<file path="src/rtl/ddr2_sync_fifo.sv">
// ddr2_sync_fifo: single-clock FIFO, push/pop, count/full/empty.
// Ports: clk, reset_n, push, wdata, pop, rdata, count, full, empty.
module ddr2_sync_fifo #(
  parameter int W     = 8,
  parameter int DEPTH = 4
) (
  input  logic                       clk,
  input  logic                       reset_n,
  input  logic                       push,
  input  logic [W-1:0]               wdata,
  input  logic                       pop,
  output logic [W-1:0]               rdata,
  output logic [$clog2(DEPTH):0]     count,
  output logic                       full,
  output logic                       empty
);

  localparam int AW = $clog2(DEPTH);

  logic [W-1:0]  mem [DEPTH];
  logic [AW-1:0] wp;
  logic [AW-1:0] rp;
  logic          do_push;
  logic          do_pop;

  assign full    = (count == (AW+1)'(DEPTH));
  assign empty   = (count == '0);
  assign do_pop  = pop && !empty;
  // A push into a full FIFO is only taken when a pop frees the slot.
  assign do_push = push && (!full || do_pop);
  assign rdata   = mem[rp];

  always_ff @(posedge clk or negedge reset_n) begin
    if (!reset_n) begin
      wp    <= '0;
      rp    <= '0;
      count <= '0;
    end else begin
      if (do_push) wp <= wp + 1'b1;
      if (do_pop)  rp <= rp + 1'b1;
      unique case ({do_push, do_pop})
        2'b10:   count <= count + 1'b1;
        2'b01:   count <= count - 1'b1;
        default: count <= count;
      endcase
    end
  end

  always_ff @(posedge clk) begin
    if (do_push) mem[wp] <= wdata;
  end

endmodule

</file>
<file path="config.mk">
export PLATFORM = sky130hd
export DESIGN_NAME = ddr2_sync_fifo
export DESIGN_NICKNAME = d
export VERILOG_FILES = /design/src/rtl/ddr2_sync_fifo.sv
export SDC_FILE = /design/constraint.sdc
export NUM_CORES = 1
export LEC_CHECK = 0
export CAP_MARGIN = 20
export CORE_MARGIN = 2
export CORE_UTILIZATION = 53
export DETAILED_ROUTE_END_ITERATION = 10
export PLACE_DENSITY = 0.76
export SLEW_MARGIN = 20
export SYNTH_ARGS = -nofsm -noshare
export SYNTH_HDL_FRONTEND = slang
export SYNTH_SLANG_ARGS = --single-unit
</file>
<file path="constraint.sdc">
create_clock -name clk -period 2.4 [get_ports clk]
set_input_delay 0.48 -clock clk [delete_from_list [all_inputs] [get_ports clk]]
set_output_delay 0.48 -clock clk [all_outputs]
set_load 0.005 [all_outputs]
</file>
After elaboration in Yosys (flattened, before gate mapping)
Memory sizes are Yosys's and may differ from the RTL's.
Cells that the tools add are included.
{ "word_totals": {"reg_bits": 7, "latchBits": 0, "mem_bits_rw": 32, "mem_bits_ro": 0, "input_bits": 12, "out_inout_bits": 13, "elab_cells": 21, "memories": 1} }
{ "op_classes": {"n_addsub": 4, "n_mul": 0, "div_mod_pow": 0, "order_cmp": 0, "n_eq_ne": 3, "shifts": 0, "mux": 3, "bitwise": 0, "n_reduce_logical": 7} }
{ "memory_table": {"columns": ["memory", "words", "width", "read_ports", "rd_ports_with_merged_regs", "wr", "line", "source"], "rows": [
  ["mem", 4, 8, 1, 0, 1, "20", "logic [W-1:0] mem [DEPTH];"]
]} }
{ "ops": {"columns": ["operator", "n"], "rows": [
  ["$pmux 3 s2", 1],
  ["$add 2x1->2 const B", 2],
  ["$add 3x1->3 const B", 1],
  ["$eq 3x3->1 const B", 1],
  ["$logic_not 3->1", 1],
  ["$sub 3x1->3 const B", 1],
  ["$eq 2x1->1 const B", 1],
  ["$eq 2x2->1 const B", 1],
  ["$logic_and 1x1->1", 2],
  ["$logic_not 1->1", 2],
  ["$mux 1", 2],
  ["$reduce_bool 2->1", 1],
  ["$logic_or 1x1->1", 1]
]} }

Longest topological paths before layout
{ "logic_depth": {"word_depth": 7, "ltp_mapped": 7, "depth_no_buf": 6} }

Least setup slack after synthesis
OpenSTA, ideal clock, no wires.
{ "synth_path": {"path_kind": "register to register", "from": "reg count[0]", "to": "reg count[1]", "setup_ns": 0.087, "arrival_ns": 1.893, "required_ns": 2.313, "path_slack_ns": 0.420, "path_stages_with_launch": 7, "n_path_buf": 0, "synth_period_minus_slack_ns": 1.980, "cell_sequence": "dfrtp_1 -> or3_2 -> nand2_1 -> fa_1 -> o21ba_2 -> o211ai_1 -> a22oi_1"} }
{ "synth_via": {"elab_chain_cells": 7, "elab_cells_between_ends": 13, "classes_between": "add/sub: 2; eq/ne: 3; mux: 1; reduce/logical: 7"} }
{ "synth_lines": {"columns": ["element", "line", "source"], "rows": [
  ["from (decl)", "13", "output logic [$clog2(DEPTH):0] count,"],
  ["from (signal assigned)", "42", "2'b10: count <= count + 1'b1;"],
  ["from (signal assigned)", "43", "2'b01: count <= count - 1'b1;"],
  ["from (signal assigned)", "44", "default: count <= count;"],
  ["$logic_not 3->1", "27", "assign empty = (count == '0);"],
  ["$logic_not 1->1", "28", "assign do_pop = pop && !empty;"],
  ["$logic_and 1x1->1", "28", null],
  ["$logic_or 1x1->1", "30", "assign do_push = push && (!full || do_pop);"],
  ["$logic_and 1x1->1", "30", null],
  ["$eq 2x1->1 / $eq 2x2->1 (equally long branches)", "41", "unique case ({do_push, do_pop})"],
  ["$pmux 3 s2 / $reduce_bool 2->1 (equally long branches)", null, null]
]} }
Several ways; a longest one is shown, not always the timed one.
A chain may end at the register's enable or synchronous reset.

Final worst setup path
{ "layout_path": {"from": "reg rp[0]", "to": "out rdata[0]"} }
{ "layout_via": {"elab_chain_cells": 1} }
{ "layout_lines": {"columns": ["element", "line", "source"], "rows": [
  ["from (decl)", "22", "logic [AW-1:0] rp;"],
  ["from (signal assigned)", "40", "if (do_pop) rp <= rp + 1'b1;"],
  ["$mem_v2 4x8", null, null],
  ["to (decl)", "12", "output logic [W-1:0] rdata,"]
]} }
No other way between the ends.

==> impl_metrics.toml <==
[outcome]
status = "complete, no violations"

[setup_path]
endpoint_kind = "output pin"
critPathKind = "reg2out"
cp_max_fo = 4
reg2reg_to = "count[1]$_DFFE_PN0P_"
r2r_slack_ps = 400
critPathArrivalTime_ps = 1830
worstPathRequired_ps = 1920
startpoint_type = "flip-flop"
r2r_start = "count[0]$_DFFE_PN0P_"
reg2reg_depth = 6

[sta]
period_needed_ps = 2310
slew_violations = 0
timing.fmax_mhz = 433
worst-slew-pin-transition_ps = 445
setup_tns_ps = 0
max_slew_margin_pct = 70.4
final-hold-violation-count = 0
rsz0062_at_grt = "true"
setup_viol = 0
finClkSkew_ps = 9.54
period_share_pct = 96.3

[clocking]
clkSlewWorstSetupHoldPaths_ps = 110
cts_hold_buffers = 0
clkSinkCount = 39
root_buffer = "clkbuf_4"
cts_tree = "built"
htree_levels = 2
cts_made_buffers = 5
clk_latency_ps = 330
cts.path.max_buffers = 2

[yosys]
yosys_warnings = 0
synth_cells = 96
synth_area_leaders = "edfxtp_1 (57%), mux4_2 (11%), dfrtp_1 (10%)"
async_flop_share_pct = 17.9
synth-edff-count = 32
ys.flop_type = "edfxtp_1"
avgSynthCellArea_um2 = 17.5
synth_fp_nets = 113
synth_seq_area_share_pct = 67.7
yosysTopAreaCell = "edfxtp_1"
synthDistinctLibCells = 28
synthesis.area_um2 = 1680
yosys.area.top_type_share_pct = 57.3
synth.ff_latch_count = 39

[grt]
first_global_vias = 948
overflow = 0
grt_pass1_wl_um = 4420
grt_max_degree = 12
grt_antenna_before_repair = 0
grt_use_total_pct = 17.9

[routing]
vias = 921
wire_per_inst_um = 15.5
drc = 0
drtPass1Iterations = 4
vias_per_cell = 5.29
ant_nets = 0
wl_um = 2700
initialDrtViolationCount = 24

[cells_and_area]
final_area_um2 = 2060
layout.nets = 146
seq_area_um2 = 1140
multi_input_area_um2 = 490
synthToLayoutAreaGrowth_pct = 22.7
fill_cells = 208
n_antenna_cell = 0
drive_above_1_share_pct = 23.1

[placement]
hpwl_um = 1890
io_buffers = 24
placed_area_um2 = 1980
gp_congestion = 0.631

[pwr]
power_density_nw_per_um2 = 1120
p_sw_share_pct = 29.6
p_sw_mw = 0.680
p_seq_share_pct = 44.9
ir_drop_mv = 0.559
cellLeakagePower_nw = 0.766
intPower_mw = 1.62
clkPwrFrac_pct = 13.6
comb_power_share_pct = 41.5

[run]
maxCapViolCount = 0

[floorplan]
fp.dieArea_um2 = 3630
io_pins = 25
die_w_um = 60.3
coreArea_um2 = 3030
rows = 20
fp.dieH_um = 60.3
initial_core_util_pct = 55.4

[hold_path]
hold_class = "in2async"
[metal layers]
metal  routed length, um  GRT usage, %
met5                   0             0
met4                  47          6.98
met3                 128          6.06
met2                1430          28.7
met1                1100          22.6
[power groups by stage]
stage	Clock, mW	Combinational (mW)	Sequential (mW)
3_3_place_gp	0	0.898	1.03
5_1_grt	0.351	1.05	1.06
4_1_cts	0.324	0.943	1.03
3_5_place_dp	0	0.937	1.05
6_report	0.312	0.954	1.03
2_1_floorplan	0	0.560	0.990
[worst max-delay path: stages (launching register included)]
cell             delay (ps)
dfrtp_1                 380
buf_4                   160
mux4_2                  500
clkdlybuf4s50_1         460
[synth_stat cells (2+ instances only)]
master and instances:
o211ai_1 2, ha_1 4, nand2_1 2, nor2_1 3, xor2_1 2, buf_2 2
xnor2_1 3, o21ai_0 2, dfrtp_1 7, nor2b_1 2, and2_2 4, inv_1 8
nand3_1 2, mux4_2 8, edfxtp_1 32
[through the flow]
step           std cells  power (mW)  setup WS (ps)  hold WS (ps)  utilization [%]
2_1_floorplan         96        1.55            420           184                -
3_3_place_gp         164        1.93            162           568             65.3
6_report             174        2.30           88.2           398             68.0
3_5_place_dp         164        1.98           27.5           561             65.3
4_1_cts              172        2.30           1.83           395             67.0
5_1_grt              174        2.46           3.16           400             68.0
[flip-flops by register name, indices dropped and copies added (netlist names)]
name   flops
wp         2
rp         2
mem       32
count      3
[worst max path at each step]
stage	start	endpoint	slack (ps)
after floorplan	count[0]$_DFFE_PN0P_	count[1]$_DFFE_PN0P_	420
after global placement	pop	count[1]$_DFFE_PN0P_	160
after detailed placement	pop	count[1]$_DFFE_PN0P_	30
after CTS	count[0]$_DFFE_PN0P_	empty	2
after global routing	rp[0]$_DFFE_PN0N_	rdata[0]	3
final	rp[0]$_DFFE_PN0N_	rdata[0]	90
[cells by family (layout without fill, tap and decap cells)]
logic type                 count (synthesis)  after routing  share of synthesized area (%)
buffers and inverters                     12             46                           3.28
adders and majority gates                  5              5                           4.18
and+or+nand+nor                           17             17                           6.04
AOI/OAI and AO/OA                          9              9                           4.55
DFF                                       39             39                           67.7
xor gates and xnor gates                   5              5                           2.61
muxes                                      9              9                           11.6
[area by class of cell]
cell class	count	area share (%)
inverters	8	1.46
well taps	44	2.67
repair buffers	30	14.3
multi-input cells	45	23.8
flip-flops and latches	39	55.3
clock buffers	7	2.19
clock inverters	1	0.243
[cell usage in the layout, fill, tap and decap left out]
cell / count
and3_1: 1
o211ai_1: 2
o32ai_1: 1
clkbuf_4: 5
o21a_4: 1
nor2b_1: 2
clkbuf_1: 2
o21ba_2: 1
buf_6: 1
dfrtp_2: 2
ha_1: 4
dlymetal6s2s_1: 2
o21ai_0: 2
edfxtp_1: 32
nand3_1: 2
or3b_1: 1
a22oi_1: 1
a221o_1: 1
xor2_1: 2
buf_4: 5
and2_2: 4
xnor2_1: 3
inv_1: 8
nand2_1: 2
fa_1: 1
mux2_4: 1
clkinv_2: 1
dfrtp_1: 5
or3_4: 1
nand3b_1: 1
mux4_2: 8
clkdlybuf4s50_1: 22
nor2_1: 3
[timing repair]
action | CTS | global route
endpoints found under the setup margin | 0 | 7
resized for setup | 0 | 6
setup buffers | 0 | 2
Note: power is estimated with default switching activity, not from simulation.
